## src/rtl/vme_mem_pkg.sv

```systemverilog
// Shared types for the VME memory-strobe initiator.
//   state_t : initiator FSM states
//   cmd_t   : latched command {we, addr, wdata}
//   rsp_t   : response payload {rdata, err}
//   CNT_W   : timeout counter width, covers TIMEOUT up to 255
package vme_mem_pkg;

  localparam int unsigned ADDR_W = 8;
  localparam int unsigned DATA_W = 32;
  localparam int unsigned CNT_W  = $clog2(256);

  typedef enum logic [1:0] {
    IDLE,
    STROBE,
    WAIT,
    RESP
  } state_t;

  typedef struct packed {
    logic              we;
    logic [ADDR_W-1:0] addr;
    logic [DATA_W-1:0] wdata;
  } cmd_t;

  typedef struct packed {
    logic [DATA_W-1:0] rdata;
    logic              err;
  } rsp_t;

endpackage

```

## src/rtl/vme_mem_initiator_if.sv

```systemverilog
// Command, response and VME memory-strobe signals of the initiator.
//   master : initiator side (drives cmd_ready, rsp_*, VME strobes/addr/data, busy)
//   slave  : controller + responder side
interface vme_mem_initiator_if #(
  parameter int unsigned ADDR_WIDTH = 8,
  parameter int unsigned DATA_WIDTH = 32
) ();

  logic                  cmd_valid;
  logic                  cmd_ready;
  logic                  cmd_we;
  logic [ADDR_WIDTH-1:0] cmd_addr;
  logic [DATA_WIDTH-1:0] cmd_wdata;
  logic                  rsp_valid;
  logic                  rsp_ready;
  logic [DATA_WIDTH-1:0] rsp_rdata;
  logic                  rsp_err;
  logic [ADDR_WIDTH-1:0] VMEAddr;
  logic [DATA_WIDTH-1:0] VMEWrData;
  logic                  VMERdMem;
  logic                  VMEWrMem;
  logic [DATA_WIDTH-1:0] VMERdData;
  logic                  VMERdDone;
  logic                  VMEWrDone;
  logic                  busy;

  modport master (
    input  cmd_valid, cmd_we, cmd_addr, cmd_wdata, rsp_ready,
    input  VMERdData, VMERdDone, VMEWrDone,
    output cmd_ready, rsp_valid, rsp_rdata, rsp_err,
    output VMEAddr, VMEWrData, VMERdMem, VMEWrMem, busy
  );

  modport slave (
    output cmd_valid, cmd_we, cmd_addr, cmd_wdata, rsp_ready,
    output VMERdData, VMERdDone, VMEWrDone,
    input  cmd_ready, rsp_valid, rsp_rdata, rsp_err,
    input  VMEAddr, VMEWrData, VMERdMem, VMEWrMem, busy
  );

endinterface

```

## src/rtl/vme_mem_timeout_cnt.sv

```systemverilog
// Done-wait timeout counter: load with TIMEOUT, decrement while waiting.
//   clk, rst_n : clock, synchronous active-low reset
//   load       : reload with TIMEOUT
//   dec        : count down one step
//   expired_c  : the current decrement reaches zero (counter at 1)
module vme_mem_timeout_cnt
  import vme_mem_pkg::*;
#(
  parameter int unsigned TIMEOUT = 15
) (
  input  logic clk,
  input  logic rst_n,
  input  logic load,
  input  logic dec,
  output logic expired_c
);

  logic [CNT_W-1:0] cnt_q;

  always_ff @(posedge clk) begin
    if (!rst_n) begin
      cnt_q <= '0;
    end else if (load) begin
      cnt_q <= CNT_W'(TIMEOUT);
    end else if (dec && (cnt_q != '0)) begin
      cnt_q <= cnt_q - CNT_W'(1);
    end
  end

  assign expired_c = (cnt_q == CNT_W'(1));

endmodule

```

## src/rtl/vme_mem_initiator.sv

```systemverilog
// VME memory-strobe initiator: one single-beat access per accepted command,
// waits for the matching Done and returns {rdata, err}.
// Optional macro VME_MEM_INITIATOR_TIMEOUT_EN enables the Done timeout and
// rsp_err; without it WAIT holds until the matching Done and rsp_err stays 0.
//   clk, rst_n : clock, synchronous active-low reset
//   bus        : command stream, response stream, VME strobes/acks, busy
module vme_mem_initiator
  import vme_mem_pkg::*;
#(
  parameter int unsigned ADDR_WIDTH = 8,
  parameter int unsigned DATA_WIDTH = 32,
  parameter int unsigned TIMEOUT    = 15
) (
  input  logic                clk,
  input  logic                rst_n,
  vme_mem_initiator_if.master bus
);

  if ((TIMEOUT < 1) || (TIMEOUT > 255)) begin : g_bad_timeout
    $error("vme_mem_initiator: TIMEOUT must be within 1..255");
  end

  state_t state_q, state_d;
  cmd_t   cmd_q, cmd_d;
  rsp_t   rsp_q, rsp_d;
  logic   rsp_valid_q, rsp_valid_d;
  logic   rd_mem_q, rd_mem_d;
  logic   wr_mem_q, wr_mem_d;
  logic   busy_q, busy_d;
  logic   done_c;
  logic   timeout_c;

`ifdef VME_MEM_INITIATOR_TIMEOUT_EN
  logic cnt_load_c;
  logic cnt_dec_c;
  logic expired_c;

  vme_mem_timeout_cnt #(
    .TIMEOUT (TIMEOUT)
  ) u_timeout_cnt (
    .clk       (clk),
    .rst_n     (rst_n),
    .load      (cnt_load_c),
    .dec       (cnt_dec_c),
    .expired_c (expired_c)
  );

  assign timeout_c = expired_c;
`else
  assign timeout_c = 1'b0;
`endif

  // Only the ack matching the current direction counts.
  assign done_c = cmd_q.we ? bus.VMEWrDone : bus.VMERdDone;

  // Next-state and registered-output logic.
  always_comb begin
    state_d     = state_q;
    cmd_d       = cmd_q;
    rsp_d       = rsp_q;
    rsp_valid_d = rsp_valid_q;
    rd_mem_d    = 1'b0;
    wr_mem_d    = 1'b0;
`ifdef VME_MEM_INITIATOR_TIMEOUT_EN
    cnt_load_c  = 1'b0;
    cnt_dec_c   = 1'b0;
`endif
    case (state_q)
      IDLE: begin
        if (bus.cmd_valid) begin
          cmd_d.we   = bus.cmd_we;
          cmd_d.addr = ADDR_W'(bus.cmd_addr);
          // Reads leave the bus write data untouched.
          if (bus.cmd_we) cmd_d.wdata = DATA_W'(bus.cmd_wdata);
          rd_mem_d = !bus.cmd_we;
          wr_mem_d = bus.cmd_we;
          state_d  = STROBE;
        end
      end
      STROBE: begin
`ifdef VME_MEM_INITIATOR_TIMEOUT_EN
        cnt_load_c = 1'b1;
`endif
        // A zero-latency responder acks in the strobe cycle itself.
        if (done_c) begin
          rsp_d.rdata = cmd_q.we ? '0 : DATA_W'(bus.VMERdData);
          rsp_d.err   = 1'b0;
          rsp_valid_d = 1'b1;
          state_d     = RESP;
        end else begin
          state_d = WAIT;
        end
      end
      WAIT: begin
        if (done_c) begin
          rsp_d.rdata = cmd_q.we ? '0 : DATA_W'(bus.VMERdData);
          rsp_d.err   = 1'b0;
          rsp_valid_d = 1'b1;
          state_d     = RESP;
        end else if (timeout_c) begin
          rsp_d.rdata = '0;
          rsp_d.err   = 1'b1;
          rsp_valid_d = 1'b1;
          state_d     = RESP;
        end
`ifdef VME_MEM_INITIATOR_TIMEOUT_EN
        else begin
          cnt_dec_c = 1'b1;
        end
`endif
      end
      RESP: begin
        if (bus.rsp_ready) begin
          rsp_valid_d = 1'b0;
          state_d     = IDLE;
        end
      end
      default: state_d = IDLE;
    endcase
    busy_d = (state_d != IDLE);
  end

  // State and output registers; reset aborts any access in flight.
  always_ff @(posedge clk) begin
    if (!rst_n) begin
      state_q     <= IDLE;
      cmd_q       <= '0;
      rsp_q       <= '0;
      rsp_valid_q <= 1'b0;
      rd_mem_q    <= 1'b0;
      wr_mem_q    <= 1'b0;
      busy_q      <= 1'b0;
    end else begin
      state_q     <= state_d;
      cmd_q       <= cmd_d;
      rsp_q       <= rsp_d;
      rsp_valid_q <= rsp_valid_d;
      rd_mem_q    <= rd_mem_d;
      wr_mem_q    <= wr_mem_d;
      busy_q      <= busy_d;
    end
  end

  assign bus.cmd_ready = (state_q == IDLE);
  assign bus.rsp_valid = rsp_valid_q;
  assign bus.rsp_rdata = DATA_WIDTH'(rsp_q.rdata);
  assign bus.rsp_err   = rsp_q.err;
  assign bus.VMEAddr   = ADDR_WIDTH'(cmd_q.addr);
  assign bus.VMEWrData = DATA_WIDTH'(cmd_q.wdata);
  assign bus.VMERdMem  = rd_mem_q;
  assign bus.VMEWrMem  = wr_mem_q;
  assign bus.busy      = busy_q;

endmodule

```

## src/flat_wrapper.sv

```systemverilog
// flat-port wrapper written by rule: the top's interface ports become plain ports
module vme_mem_initiator_flat import vme_mem_pkg::*;
#(
  parameter int unsigned ADDR_WIDTH = 8,
  parameter int unsigned DATA_WIDTH = 32,
  parameter int unsigned TIMEOUT    = 15
)
  (clk, rst_n, bus_cmd_valid, bus_cmd_we, bus_cmd_addr, bus_cmd_wdata, bus_rsp_ready, bus_VMERdData, bus_VMERdDone, bus_VMEWrDone, bus_cmd_ready, bus_rsp_valid, bus_rsp_rdata, bus_rsp_err, bus_VMEAddr, bus_VMEWrData, bus_VMERdMem, bus_VMEWrMem, bus_busy);
  vme_mem_initiator_if #(.ADDR_WIDTH(ADDR_WIDTH), .DATA_WIDTH(DATA_WIDTH)) bus_i ();
  input  logic clk;
  input  logic rst_n;
  input wire logic [$bits(bus_i.cmd_valid)-1:0] bus_cmd_valid;
  input wire logic [$bits(bus_i.cmd_we)-1:0] bus_cmd_we;
  input wire logic [$bits(bus_i.cmd_addr)-1:0] bus_cmd_addr;
  input wire logic [$bits(bus_i.cmd_wdata)-1:0] bus_cmd_wdata;
  input wire logic [$bits(bus_i.rsp_ready)-1:0] bus_rsp_ready;
  input wire logic [$bits(bus_i.VMERdData)-1:0] bus_VMERdData;
  input wire logic [$bits(bus_i.VMERdDone)-1:0] bus_VMERdDone;
  input wire logic [$bits(bus_i.VMEWrDone)-1:0] bus_VMEWrDone;
  output wire logic [$bits(bus_i.cmd_ready)-1:0] bus_cmd_ready;
  output wire logic [$bits(bus_i.rsp_valid)-1:0] bus_rsp_valid;
  output wire logic [$bits(bus_i.rsp_rdata)-1:0] bus_rsp_rdata;
  output wire logic [$bits(bus_i.rsp_err)-1:0] bus_rsp_err;
  output wire logic [$bits(bus_i.VMEAddr)-1:0] bus_VMEAddr;
  output wire logic [$bits(bus_i.VMEWrData)-1:0] bus_VMEWrData;
  output wire logic [$bits(bus_i.VMERdMem)-1:0] bus_VMERdMem;
  output wire logic [$bits(bus_i.VMEWrMem)-1:0] bus_VMEWrMem;
  output wire logic [$bits(bus_i.busy)-1:0] bus_busy;
  assign bus_i.cmd_valid = bus_cmd_valid;
  assign bus_i.cmd_we = bus_cmd_we;
  assign bus_i.cmd_addr = bus_cmd_addr;
  assign bus_i.cmd_wdata = bus_cmd_wdata;
  assign bus_i.rsp_ready = bus_rsp_ready;
  assign bus_i.VMERdData = bus_VMERdData;
  assign bus_i.VMERdDone = bus_VMERdDone;
  assign bus_i.VMEWrDone = bus_VMEWrDone;
  assign bus_cmd_ready = bus_i.cmd_ready;
  assign bus_rsp_valid = bus_i.rsp_valid;
  assign bus_rsp_rdata = bus_i.rsp_rdata;
  assign bus_rsp_err = bus_i.rsp_err;
  assign bus_VMEAddr = bus_i.VMEAddr;
  assign bus_VMEWrData = bus_i.VMEWrData;
  assign bus_VMERdMem = bus_i.VMERdMem;
  assign bus_VMEWrMem = bus_i.VMEWrMem;
  assign bus_busy = bus_i.busy;
  vme_mem_initiator #(.ADDR_WIDTH(ADDR_WIDTH), .DATA_WIDTH(DATA_WIDTH), .TIMEOUT(TIMEOUT)) u_core (.clk(clk), .rst_n(rst_n), .bus(bus_i));
endmodule
```

## config.mk

```make
export PLATFORM = sky130hd
export DESIGN_NAME = vme_mem_initiator_flat
export DESIGN_NICKNAME = d
export VERILOG_FILES = /design/src/rtl/vme_mem_pkg.sv /design/src/rtl/vme_mem_initiator_if.sv /design/src/rtl/vme_mem_timeout_cnt.sv /design/src/rtl/vme_mem_initiator.sv /design/src/flat_wrapper.sv
export SDC_FILE = /design/constraint.sdc
export NUM_CORES = 1
export LEC_CHECK = 0
export CORE_MARGIN = 1.5
export CORE_UTILIZATION = 40
export DETAILED_ROUTE_END_ITERATION = 10
export DONT_BUFFER_PORTS = 1
export HOLD_SLACK_MARGIN = 0.12
export PLACE_DENSITY = 0.67
export SLEW_MARGIN = 10
export SYNTH_ARGS = -nofsm -noshare
export SYNTH_HDL_FRONTEND = slang
export SYNTH_SLANG_ARGS = --single-unit
```

## constraint.sdc

```tcl
create_clock -name clk -period 1.7 [get_ports clk]
set_clock_uncertainty 0.15 [all_clocks]
set_input_delay 0.085 -clock clk [delete_from_list [all_inputs] [get_ports clk]]
set_output_delay 0.085 -clock clk [all_outputs]
set_load 0.01 [all_outputs]
```

==> flow_summary.json <==
{
  "drv_slew": 0,
  "grt_busiest_layer": "met2",
  "slowest_delay_ns": 0.45,
  "clock_sinks": 79,
  "end_kind": "flop",
  "p_total_mw": 4.069,
  "io-pin-count": 157,
  "met3_usage_pct": 5.797,
  "cts_max_path_buffers": 2,
  "grt.met2_usage_pct": 32.97,
  "synth_edf_count": 0,
  "fillers": 753,
  "clock_latency_ns": 0.34,
  "dieWidth_um": 94.44,
  "instances_no_fill": 542,
  "place_ws_ns": 0.1050,
  "cts_buffers": 9,
  "viasPerCell": 5.347,
  "grt_max_degree": 38,
  "power_density_mw_per_mm2": 974.3,
  "clkPwrFrac_pct": 31.6,
  "power_leakage_nw": 1.465,
  "dominantRegCellSynth": "dfxtp_1",
  "overflow": 0,
  "routed_wl_mm": 8.694,
  "netlist_instances": 404,
  "synth_seq_cells": 79,
  "place_inst": 446,
  "antenna_found_initial": 0,
  "synth_area_mm2": 0.003344,
  "final_common_cell": "nand2_1",
  "period_share_pct": 94.71,
  "hold_violations": 0,
  "worstSetupStartpointType": "flop",
  "seq_power_share_pct": 51.7,
  "period_minus_slack_ns": 1.610,
  "grt_usage_pct": 18.54,
  "dpl-instance-area_mm2": 0.003166,
  "hp-class": "in -> reg",
  "grt_pass1_wl_mm": 12.99,
  "crit_path_max_fanout": 9,
  "vias": 2898,
  "h-tree-depth": 3,
  "dp_hpwl_mm": 5.177,
  "layout_common_cells": "nand2_1, dfxtp_1, dlygate4sd3_1",
  "max-vdd-ir-drop_uv": 385.0,
  "route.detailed.drc": 0,
  "row_count": 33,
  "multi_input_area_mm2": 0.001313,
  "worst_path_max_delay_cell": "a2111oi_0",
  "num_antenna_cells": 0,
  "synth_nets": 487,
  "tns_ns": 0,
  "combPwrFrac_pct": 16.7,
  "grt_pass1_vias": 2762,
  "nets": 515,
  "ant_nets": 0,
  "drt_iter0_markers": 111,
  "die_height_um": 94.44,
  "setup.worst_path.class": "reg -> reg",
  "ys_seq_area_share_pct": 47.29,
  "wl_per_cell_um": 16.04,
  "yosysWarnings": 0,
  "synthArstFlopShare_pct": 0,
  "synth_cell_types": 30,
  "fmax_mhz": 621.1,
  "ff_latch_area_mm2": 0.001582,
  "syn_to_final_growth_pct": 24.88,
  "p_switching_mw": 1.173,
  "finalSetupViolations": 0,
  "p_sw_share_pct": 28.82,
  "cts_tree": "done",
  "critPathRequiredTime_ns": 1.83,
  "cap_violations": 0,
  "p_int_mw": 2.896,
  "start_util_pct": 40.91,
  "cts-root-buf": "clkbuf_8",
  "clkTransAtPathRegs_ns": 0.08,
  "gp_congestion": 0.7954,
  "syn_area_per_cell_um2": 8.278,
  "layout-drive-gt1-share_pct": 7.323,
  "crit_chain": "inv_1 -> ha_2 -> buf_4 -> a2111oi_0 -> o21bai_1",
  "die-area_mm2": 0.008919,
  "status": "complete, no violations",
  "setup_slack_ns": 0.09001,
  "core_area_mm2": 0.008175,
  "cp_data_arrival_time_ns": 1.74,
  "final_cell_area_mm2": 0.004177,
  "gr-usage-met1_pct": 20.35,
  "firstDrtPassIters": 4,
  "port_buffers": 0,
  "postCtsSetupRepairBufs": 0
}
[cell type report]
type,instances,share of cell area (%)
flip-flops and latches,79,37.87
multi-input cells,246,31.43
repair buffers,92,22.80
clock buffers,12,3.715
well taps,105,3.146
clock inverters,4,0.6890
inverters,4,0.3595
[power groups by stage]
| stage | registers, mW | clock network [mW] | logic, mW |
|---|---|---|---|
| 5_1_grt | 2.12 | 1.41 | 0.743 |
| 6_report | 2.10 | 1.29 | 0.679 |
| 3_5_place_dp | 2.15 | 0 | 0.488 |
| 4_1_cts | 2.10 | 1.33 | 0.635 |
| 2_1_floorplan | 2.09 | 0 | 0.467 |
| 3_3_place_gp | 2.14 | 0 | 0.469 |
[registers in the layout, summed over array words and instances (netlist names)]
signal and count:
u_core.cmd_q 1, u_core.bus.VMEAddr 8, u_core.bus.rsp_rdata 32, u_core.state_q 2
u_core.bus.VMEWrData 32, u_core.bus.busy 1, u_core.bus.VMERdMem 1, u_core.bus.rsp_valid 1
u_core.bus.VMEWrMem 1
[logic make-up (layout without fill, tap and decap cells)]
kind of cell | count (synthesis) | after routing | share of synthesized area (%)
DFF | 79 | 79 | 47.29
muxes | 1 | 1 | 0.4114
buffers and inverters | 79 | 112 | 13.54
AOI/OAI and AO/OA | 113 | 113 | 17.32
other | 1 | 1 | 0.1121
and+or+nand+nor | 127 | 127 | 19.83
adders and majority gates | 4 | 4 | 1.497
[metrics by stage]
step	hold WS [ns]	util (%)
after detailed placement	0.01788	38.72
after floorplan	0.01431	-
final	0.2766	51.09
after CTS	-0.2519	50.40
after global placement	0.01707	38.72
after global routing	0.2727	51.09
[metal layers]
metal | vias up | share of wire [%]
met5 | - | 0
met4 | 0 | 1.3
met3 | 11 | 8.2
met2 | 126 | 50
met1 | 1373 | 41
li1 | 1388 | -
[critical path: cells and delay by family (launching register included)]
| family | cells | cell delay (ns) |
|---|---|---|
| AOI/OAI and AO/OA | 2 | 0.62 |
| buffers and inverters | 2 | 0.24 |
| adders and majority gates | 1 | 0.20 |
| DFF | 1 | 0.34 |
[final timing paths]
| path | start | endpoint | slack [ns] | cells after the start |
|---|---|---|---|---|
| min reg2reg | u_core.bus.VMEWrData[20] | u_core.bus.VMEWrData[20] | 0.35 | 2 |
| max reg2reg | u_core.state_q[0] | u_core.bus.rsp_valid | 0.09 | 5 |
| max | u_core.state_q[0] | u_core.bus.rsp_valid | 0.09 | 5 |
| min | bus_cmd_wdata[20] | u_core.bus.VMEWrData[20] | 0.28 | 3 |
[synthesized netlist by cell type (2+ instances only)]
cell type	instances	area [µm²]
nand4b_1	32	280.3
nor2_1	4	15.01
dfxtp_1	79	1582
buf_1	2	7.510
clkbuf_1	30	112.6
nand2_1	82	307.8
o21ai_0	29	145.1
buf_4	41	307.8
o21ai_1	5	25.02
inv_1	3	11.26
a21oi_1	74	370.4
ha_1	4	50.05
a31oi_1	2	12.51
[repair_timing]
item,CTS,global route
endpoints found under the hold margin,79,34
gates resized for setup,0,5
setup endpoints to repair,0,24
hold buffers,77,3
No activity file was read; power rests on OpenSTA's default activity.
